File: config.mk
export PLATFORM = sky130hd
export DESIGN_NAME = pwm_deadtime_gen
export DESIGN_NICKNAME = d
export VERILOG_FILES = /design/src/rtl/pwm_deadtime_gen.sv
export SDC_FILE = /design/constraint.sdc
export NUM_CORES = 1
export LEC_CHECK = 0
export CAP_MARGIN = 25
export CORE_UTILIZATION = 55
export DETAILED_ROUTE_END_ITERATION = 10
export PLACE_DENSITY = 0.81
export SLEW_MARGIN = 20
export SYNTH_ARGS = -nofsm -noshare
export SYNTH_HDL_FRONTEND = slang
export SYNTH_SLANG_ARGS = --single-unit
File: constraint.sdc
create_clock -name clk -period 2.9 [get_ports clk]
set_input_delay 0.435 -clock clk [delete_from_list [all_inputs] [get_ports clk]]
set_output_delay 0.435 -clock clk [all_outputs]
set_load 0.02 [all_outputs]
File: src/rtl/pwm_deadtime_gen.sv
// Center-aligned single-leg PWM with complementary dead-time gate drive,
// a period-start strobe and a mid-low-window ADC sample strobe.
module pwm_deadtime_gen #(
    parameter int unsigned       CNT_W  = 11,
    parameter logic [CNT_W-1:0]  PERIOD = 11'd1024,
    parameter logic [7:0]        DEAD   = 8'd10
) (
    input  logic             clk,
    input  logic             rstn,
    input  logic             en,
    input  logic [CNT_W-1:0] duty,
    input  logic             duty_vld,
    output logic             pwm_h,
    output logic             pwm_l,
    output logic             period_start,
    output logic             sample_trig
);

    localparam logic [CNT_W-1:0] CNT_ONE = {{(CNT_W-1){1'b0}}, 1'b1};

    typedef enum logic [1:0] {
        StOff,
        StHOn,
        StLOn,
        StDt
    } gate_state_e;

    logic [CNT_W-1:0] cnt_q;
    logic             dir_up_q;
    logic [CNT_W-1:0] shadow_q;
    logic [CNT_W-1:0] duty_act_q;
    logic [CNT_W-1:0] duty_clamped;
    logic             raw;
    gate_state_e      state_q;
    logic [7:0]       dead_q;
    logic             dt_side_q;

    always_comb begin
        duty_clamped = (shadow_q > PERIOD) ? PERIOD : shadow_q;
        raw          = (duty_act_q >= PERIOD) ? 1'b1 : (cnt_q < duty_act_q);
    end

    // Triangle carrier: 0..PERIOD up, PERIOD-1..1 down, then back to 0.
    always_ff @(posedge clk) begin
        if (!rstn) begin
            cnt_q    <= '0;
            dir_up_q <= 1'b1;
        end else if (dir_up_q) begin
            if (cnt_q == PERIOD) begin
                cnt_q    <= PERIOD - CNT_ONE;
                dir_up_q <= 1'b0;
            end else begin
                cnt_q <= cnt_q + CNT_ONE;
            end
        end else begin
            if (cnt_q <= CNT_ONE) begin
                cnt_q    <= '0;
                dir_up_q <= 1'b1;
            end else begin
                cnt_q <= cnt_q - CNT_ONE;
            end
        end
    end

    // The transfer reads the pre-update shadow, so a coincident load waits a period.
    always_ff @(posedge clk) begin
        if (!rstn) begin
            shadow_q   <= '0;
            duty_act_q <= '0;
        end else begin
            if (duty_vld) begin
                shadow_q <= duty;
            end
            if (cnt_q == '0) begin
                duty_act_q <= duty_clamped;
            end
        end
    end

    always_ff @(posedge clk) begin
        if (!rstn) begin
            period_start <= 1'b0;
            sample_trig  <= 1'b0;
        end else begin
            period_start <= (cnt_q == '0) && dir_up_q;
            sample_trig  <= (cnt_q == PERIOD) && (duty_act_q < PERIOD) && en;
        end
    end

    // dt_side_q is the side the dead-time window is heading towards; a raw
    // change while waiting restarts the full dead time.
    always_ff @(posedge clk) begin
        if (!rstn) begin
            state_q   <= StOff;
            dead_q    <= DEAD;
            dt_side_q <= 1'b0;
            pwm_h     <= 1'b0;
            pwm_l     <= 1'b0;
        end else if (!en) begin
            state_q <= StOff;
            dead_q  <= DEAD;
            pwm_h   <= 1'b0;
            pwm_l   <= 1'b0;
        end else begin
            unique case (state_q)
                StOff: begin
                    state_q   <= StDt;
                    dead_q    <= DEAD;
                    dt_side_q <= raw;
                    pwm_h     <= 1'b0;
                    pwm_l     <= 1'b0;
                end
                StHOn: begin
                    pwm_l <= 1'b0;
                    if (!raw) begin
                        state_q   <= StDt;
                        dead_q    <= DEAD;
                        dt_side_q <= 1'b0;
                        pwm_h     <= 1'b0;
                    end else begin
                        pwm_h <= 1'b1;
                    end
                end
                StLOn: begin
                    pwm_h <= 1'b0;
                    if (raw) begin
                        state_q   <= StDt;
                        dead_q    <= DEAD;
                        dt_side_q <= 1'b1;
                        pwm_l     <= 1'b0;
                    end else begin
                        pwm_l <= 1'b1;
                    end
                end
                StDt: begin
                    if (raw != dt_side_q) begin
                        dead_q    <= DEAD;
                        dt_side_q <= raw;
                        pwm_h     <= 1'b0;
                        pwm_l     <= 1'b0;
                    end else if (dead_q <= 8'd1) begin
                        // Last dead cycle: the gate register turns on next cycle.
                        state_q <= raw ? StHOn : StLOn;
                        dead_q  <= 8'd0;
                        pwm_h   <= raw;
                        pwm_l   <= !raw;
                    end else begin
                        dead_q <= dead_q - 8'd1;
                        pwm_h  <= 1'b0;
                        pwm_l  <= 1'b0;
                    end
                end
                default: begin
                    state_q <= StOff;
                    pwm_h   <= 1'b0;
                    pwm_l   <= 1'b0;
                end
            endcase
        end
    end

endmodule
-- Word-level counts from Yosys, hierarchy flattened
Cells that the tools add are included.
- bits in registers: 49
- add/sub/neg operators: 3
- magnitude comparators: 6
- equal/unequal tests: 10
- multiplexer cells: 31
- reduce and logical (&&, ||, !) cells: 12
- operators by type and width (operator ; count):
    $mux 11 ; 4
    $mux 8 ; 4
    $pmux 8 s4 ; 1
    $mux 1 ; 13
    $add 11x1->11 const B ; 1
    $eq 11x11->1 const B ; 1
    $ge 11x11->1 const B ; 1
    $gt 11x11->1 const B ; 1
    $le 11x1->1 const B ; 1
    $logic_not 11->1 ; 1
    $lt 11x11->1 ; 1
    $lt 11x11->1 const B ; 1
    $sub 11x1->11 const B ; 1
    $mux 2 ; 5
    $ne 2x2->1 const B ; 5
    $le 8x1->1 const B ; 1
    $pmux 2 s4 ; 1
    $reduce_and 4->1 ; 2
    $sub 8x1->8 const B ; 1
    $pmux 1 s3 ; 2
    $eq 2x2->1 const B ; 2
    $pmux 1 s4 ; 1
    $reduce_and 2->1 ; 2
    $reduce_or 2->1 ; 2
    5 further kinds ; 7

-- Depth between registers and ports, before layout
- depth after elaboration: 6
- mapped depth: 11
- gate-level depth less buffers: 9

-- Worst setup path after synthesis
No wires, ideal clock.
- kind: reg-to-reg
- from: reg duty_act_q[10]
- to: reg dead_q[2]
- setup time: 74 ps
- arrival time: 2520 ps
- data required time: 2826 ps
- slack: 306 ps
- stages on the path, launching flop included: 11
- period minus slack after synthesis: 2594 ps
- path through: dfxtp_1 -> clkbuf_1 -> inv_1 -> ha_1 -> nand4_1 -> nor3_2 -> a221oi_2 -> or4_1 -> a211o_1 -> or3_1 -> o21ai_0
- cells in the longest elaborated chain, start to end: 5
- elaborated cells between the ends (all ways): 9
- those cells by class: order compare: 2; eq/ne: 3; mux: 3; reduce/logical: 1
- RTL lines (what ; line ; text):
    from (decl) ; 31 ; logic [CNT_W-1:0] duty_act_q;
    from (signal assigned) ; 75 ; duty_act_q <= duty_clamped;
    $lt 11x11->1 or $ge 11x11->1 (tied branches) ; 40 ; raw = (duty_act_q >= PERIOD) ? 1'b1 : (cnt_q < duty_act_q);
    $mux 1 * ; 40 ;
    $ne 1x1->1 ; 136 ; if (raw != dt_side_q) begin
    $mux 8 ; 136 ;
    $pmux 8 s4 ; 105 ; unique case (state_q)
    to (signal assigned) ; 148 ; dead_q <= dead_q - 8'd1;
    to (decl) ; 35 ; logic [7:0] dead_q;
Mark *: on every way between the ends. The rest lies on a longest branch, timed or not.
A chain may end at the register's enable or synchronous reset.

-- Final worst setup path
- from: reg cnt_q[6]
- to: reg dead_q[2]
- cells in the longest elaborated chain, start to end: 5
- elaborated cells between the ends (all ways): 8
- those cells by class: order compare: 1; eq/ne: 3; mux: 3; reduce/logical: 1
- RTL lines (what ; line ; text):
    from (decl) ; 28 ; logic [CNT_W-1:0] cnt_q;
    from (signal assigned) ; 50 ; cnt_q <= PERIOD - CNT_ONE;
    from (signal assigned) ; 53 ; cnt_q <= cnt_q + CNT_ONE;
    from (signal assigned) ; 60 ; cnt_q <= cnt_q - CNT_ONE;
    $lt 11x11->1 * ; 40 ;
    $mux 1 * ; 40 ;
    $ne 1x1->1 ; 136 ;
    $mux 8 ; 136 ;
    $pmux 8 s4 ; 105 ;
Marks and branches as above.

==> results.md <==
* R2r setup slk at between 0.3 and 0.4 ns
* Final Skew at 0.0123 ns
* Drt via density at around 5.7
* Footprint of the multi-input gates at 0.00170 mm^2
* Worst slew margin at 0.564
* Cells after DPL at 411
* Resized cells post-CTS at 0
* WP data required at 3.13 ns
* Total number of clock tree sinks at 49
* Root buffer cell: clkbuf_8
* Commonest cells in the netlist: dfxtp_1 (49), a21oi_1 (27), nand2_1 (26)
* Number of synthesis warnings at 0
* CTS Buffer Depth at 2
* Logic pwr share at 0.205
* Layout cells sized above 1 at 0.0795
* Mapped Area at 0.00285 mm^2
* Hold Path Class: register to register
* Layout area overhead at 12.0%
* Hold-fix buffers at CTS at 0
* Max Clk Rate at 387 MHz
* Post-synthesis mux area share at 0.0497
* CP arrival at approximately 2.8 ns
* Core area at 0.00485 mm^2
* Row Count at 25
* Gate Count Post-Synth at about 340
* Routed vias at ~2.4k
* Sw Share at 0.285
* Post-Layout Cell Count at 419
* Final Cycle Share at 0.890
* Sequential share of the synthesized area at 0.345
* Storage cell area at 981 um^2
* TritonRoute pass-1 iters at 4
* Largest family of logic cells by synthesized area: simple AND/OR/NAND/NOR gates
* Initial antenna violation count at 0
* Number of DRC markers in iteration 0 at between 100 and 150
* Fraction of the mapped netlist area in compound gates at 0.212
* Hold Fails Final Rpt at 0
* Fin crit period at 2.58 ns
* Average routed wire per standard cell at 13.2 um
* Most instantiated library cell after synthesis: dfxtp_1
* CTS Buf Count at 5
* First-pass GRT wire length at 9730 um
* Die Span Y at ~74 um
* Actual slew at the worst max-slew pin at 0.652 ns
* Yosys reg bits at 49
* Adder-Cell Fraction of Synth Area at 0.0836
* DRC viols at 0
* Synth Area in XOR/XNOR at 0.0123
* Max-cap viol count at 0
* Post-CTS Setup Inserts at 0
* Clk_lat worst skew at 0.31 ns
* Seq pwr share at 0.477
* Htree depth at 2
* RSZ-0062 raised after global routing: no
* GRT Util Overall at 0.227
* IO Count at 19
* Pin count of the biggest net entering global routing at 31
* Int Pwr at between 1000 and 1500 uW
* Maximum fanout along the worst path at 7
* Largest area contributor in the netlist: dfxtp_1
* PortBufs at 18
* Hold Crit Depth at 2
* Status: complete, no violations
* CTS tree: yes
* Ant. Diodes at 0
* Clock slew seen by the registers of the worst setup and hold paths at ~0.1 ns
* Worst reg2reg path depth at 8
* Syn Nets at between 300 and 400
* Net count, final at 385
* Fill count at 420
* Startpoint Class: register
* Leak at between 0.001 and 0.0015 uW
* Crit Path Category: register to register
* Final ANT Viol Nets at 0
* Setup tns final at 0 ns
* Post-synth EDFFs at 0
* Final setup viols at 0
* HPWL Detailed at 4000 um
* Cell variety after synth at 59
* Yosys top cell area share at 0.345
* Mapped Avg Cell Area at 8.42 um^2
* Starting Density at 0.587
* Routed Wire Length at around 5500 um
* GP Congestion at 0.886
* Post-Route Utilization at 0.657
* NetSw at approximately 440 uW
* Ys flop type: dfxtp_1
* Pwr/cell area at between 400 and 500 mW/mm^2
* Total grt overflow at 0
* Post-synth ARST share at 0
* Die Area at 0.00546 mm^2
* Vias in the first global route at 2,187
* Max VDD drop at between 0.3 and 0.4 mV
* Final-report max-slew violation count at 0
* Crit. End Element: register
* DIE WIDTH at roughly 74 um
* Simple-Gate Fraction of Synth Area at 0.241
* Cells taking the most area after synthesis: dfxtp_1 (34%), ha_1 (8.4%), nor2b_1 (4.8%), a21oi_1 (4.7%), mux2i_1 (4.6%)
* Clock power share at 0.318
-- metrics by stage --
stage / hold WS, ns / setup WS [ns] / power (uW) / cell area [um^2]
after floorplan: 0.452 / 0.306 / 988 / 2850
after global placement: 0.486 / 0.405 / 1060 / 3070
after detailed placement: 0.484 / 0.337 / 1070 / 3070
after CTS: 0.496 / 0.324 / 1550 / 3190
after global routing: 0.521 / 0.0437 / 1630 / 3190
final: 0.499 / 0.319 / 1550 / 3190
-- worst max-delay path, cell delays in order (launching register included) --
cell and delay (ns):
dfxtp_1 0.38, ha_1 0.32, nand2_1 0.08, o21ai_0 0.34, a221oi_2 0.15, or4_1 0.49, a211o_1 0.36, or3_1 0.30
o21ai_0 0.07
-- cell families after synthesis --
group / after synthesis
AND/OR/NAND/NOR: 126
multiplexers: 14
flip-flops: 49
XOR/XNOR: 4
adder cells (fa/ha/maj): 19
AO/OA/AOI/OAI: 86
buffers and inverters: 40
-- routing by layer --
layer  vias to the layer above  share of wire  GRT usage
met5                         -              0          0
met4                         0         0.0080     0.0769
met3                         4          0.043     0.0357
met2                        46           0.46      0.371
met1                      1101           0.49      0.304
li1                       1228              -          -
-- cells in the final DEF, fill, tap and decap left out, drive strengths merged, types with 3 or more instances in the layout --
master and instances:
nor3b 11, o21ai 16, and3 5, inv 23, nor2b 22, a211o 4, clkdlybuf4s50 18, dfxtp 49
a211oi 3, a21boi 4, buf 5, xor2 3, nand3 8, nor2 24, clkbuf 5, nand2 26
o211ai 3, nor4 4, or3 6, a21oi 27, a31oi 3, mux2i 13, o21a 3, nor3 10
ha 19
-- path summary, 6_finish.rpt --
| kind | from | to |
|---|---|---|
| max reg2reg | cnt_q[6] | dead_q[2] |
| min | dead_q[4] | dead_q[4] |
| min reg2reg | dead_q[4] | dead_q[4] |
| max | cnt_q[6] | dead_q[2] |
-- area by class of cell --
| class | count | share of cell area |
|---|---|---|
| Multi-Input combinational cell | 249 | 0.534 |
| Sequential cell | 49 | 0.308 |
| Tap cell | 67 | 0.0263 |
| Timing Repair Buffer | 23 | 0.0683 |
| Clock inverter | 3 | 0.0145 |
| Clock buffer | 5 | 0.0216 |
| Inverter | 23 | 0.0271 |
-- power groups by stage --
stage	clock, uW	sequential [uW]	combinational, uW
final	491	737	317
after global routing	527	743	357
after CTS	500	737	317
after detailed placement	0	752	315
after global placement	0	752	306
after floorplan	0	739	249
-- flip-flops by register name, indices dropped and copies added, names as in the netlist --
register	count
sample_trig	1
pwm_l	1
shadow_q	11
dir_up_q	1
cnt_q	11
period_start	1
state_q	2
dt_side_q	1
dead_q	8
pwm_h	1
duty_act_q	11
Power figures use the tool's default switching activity.
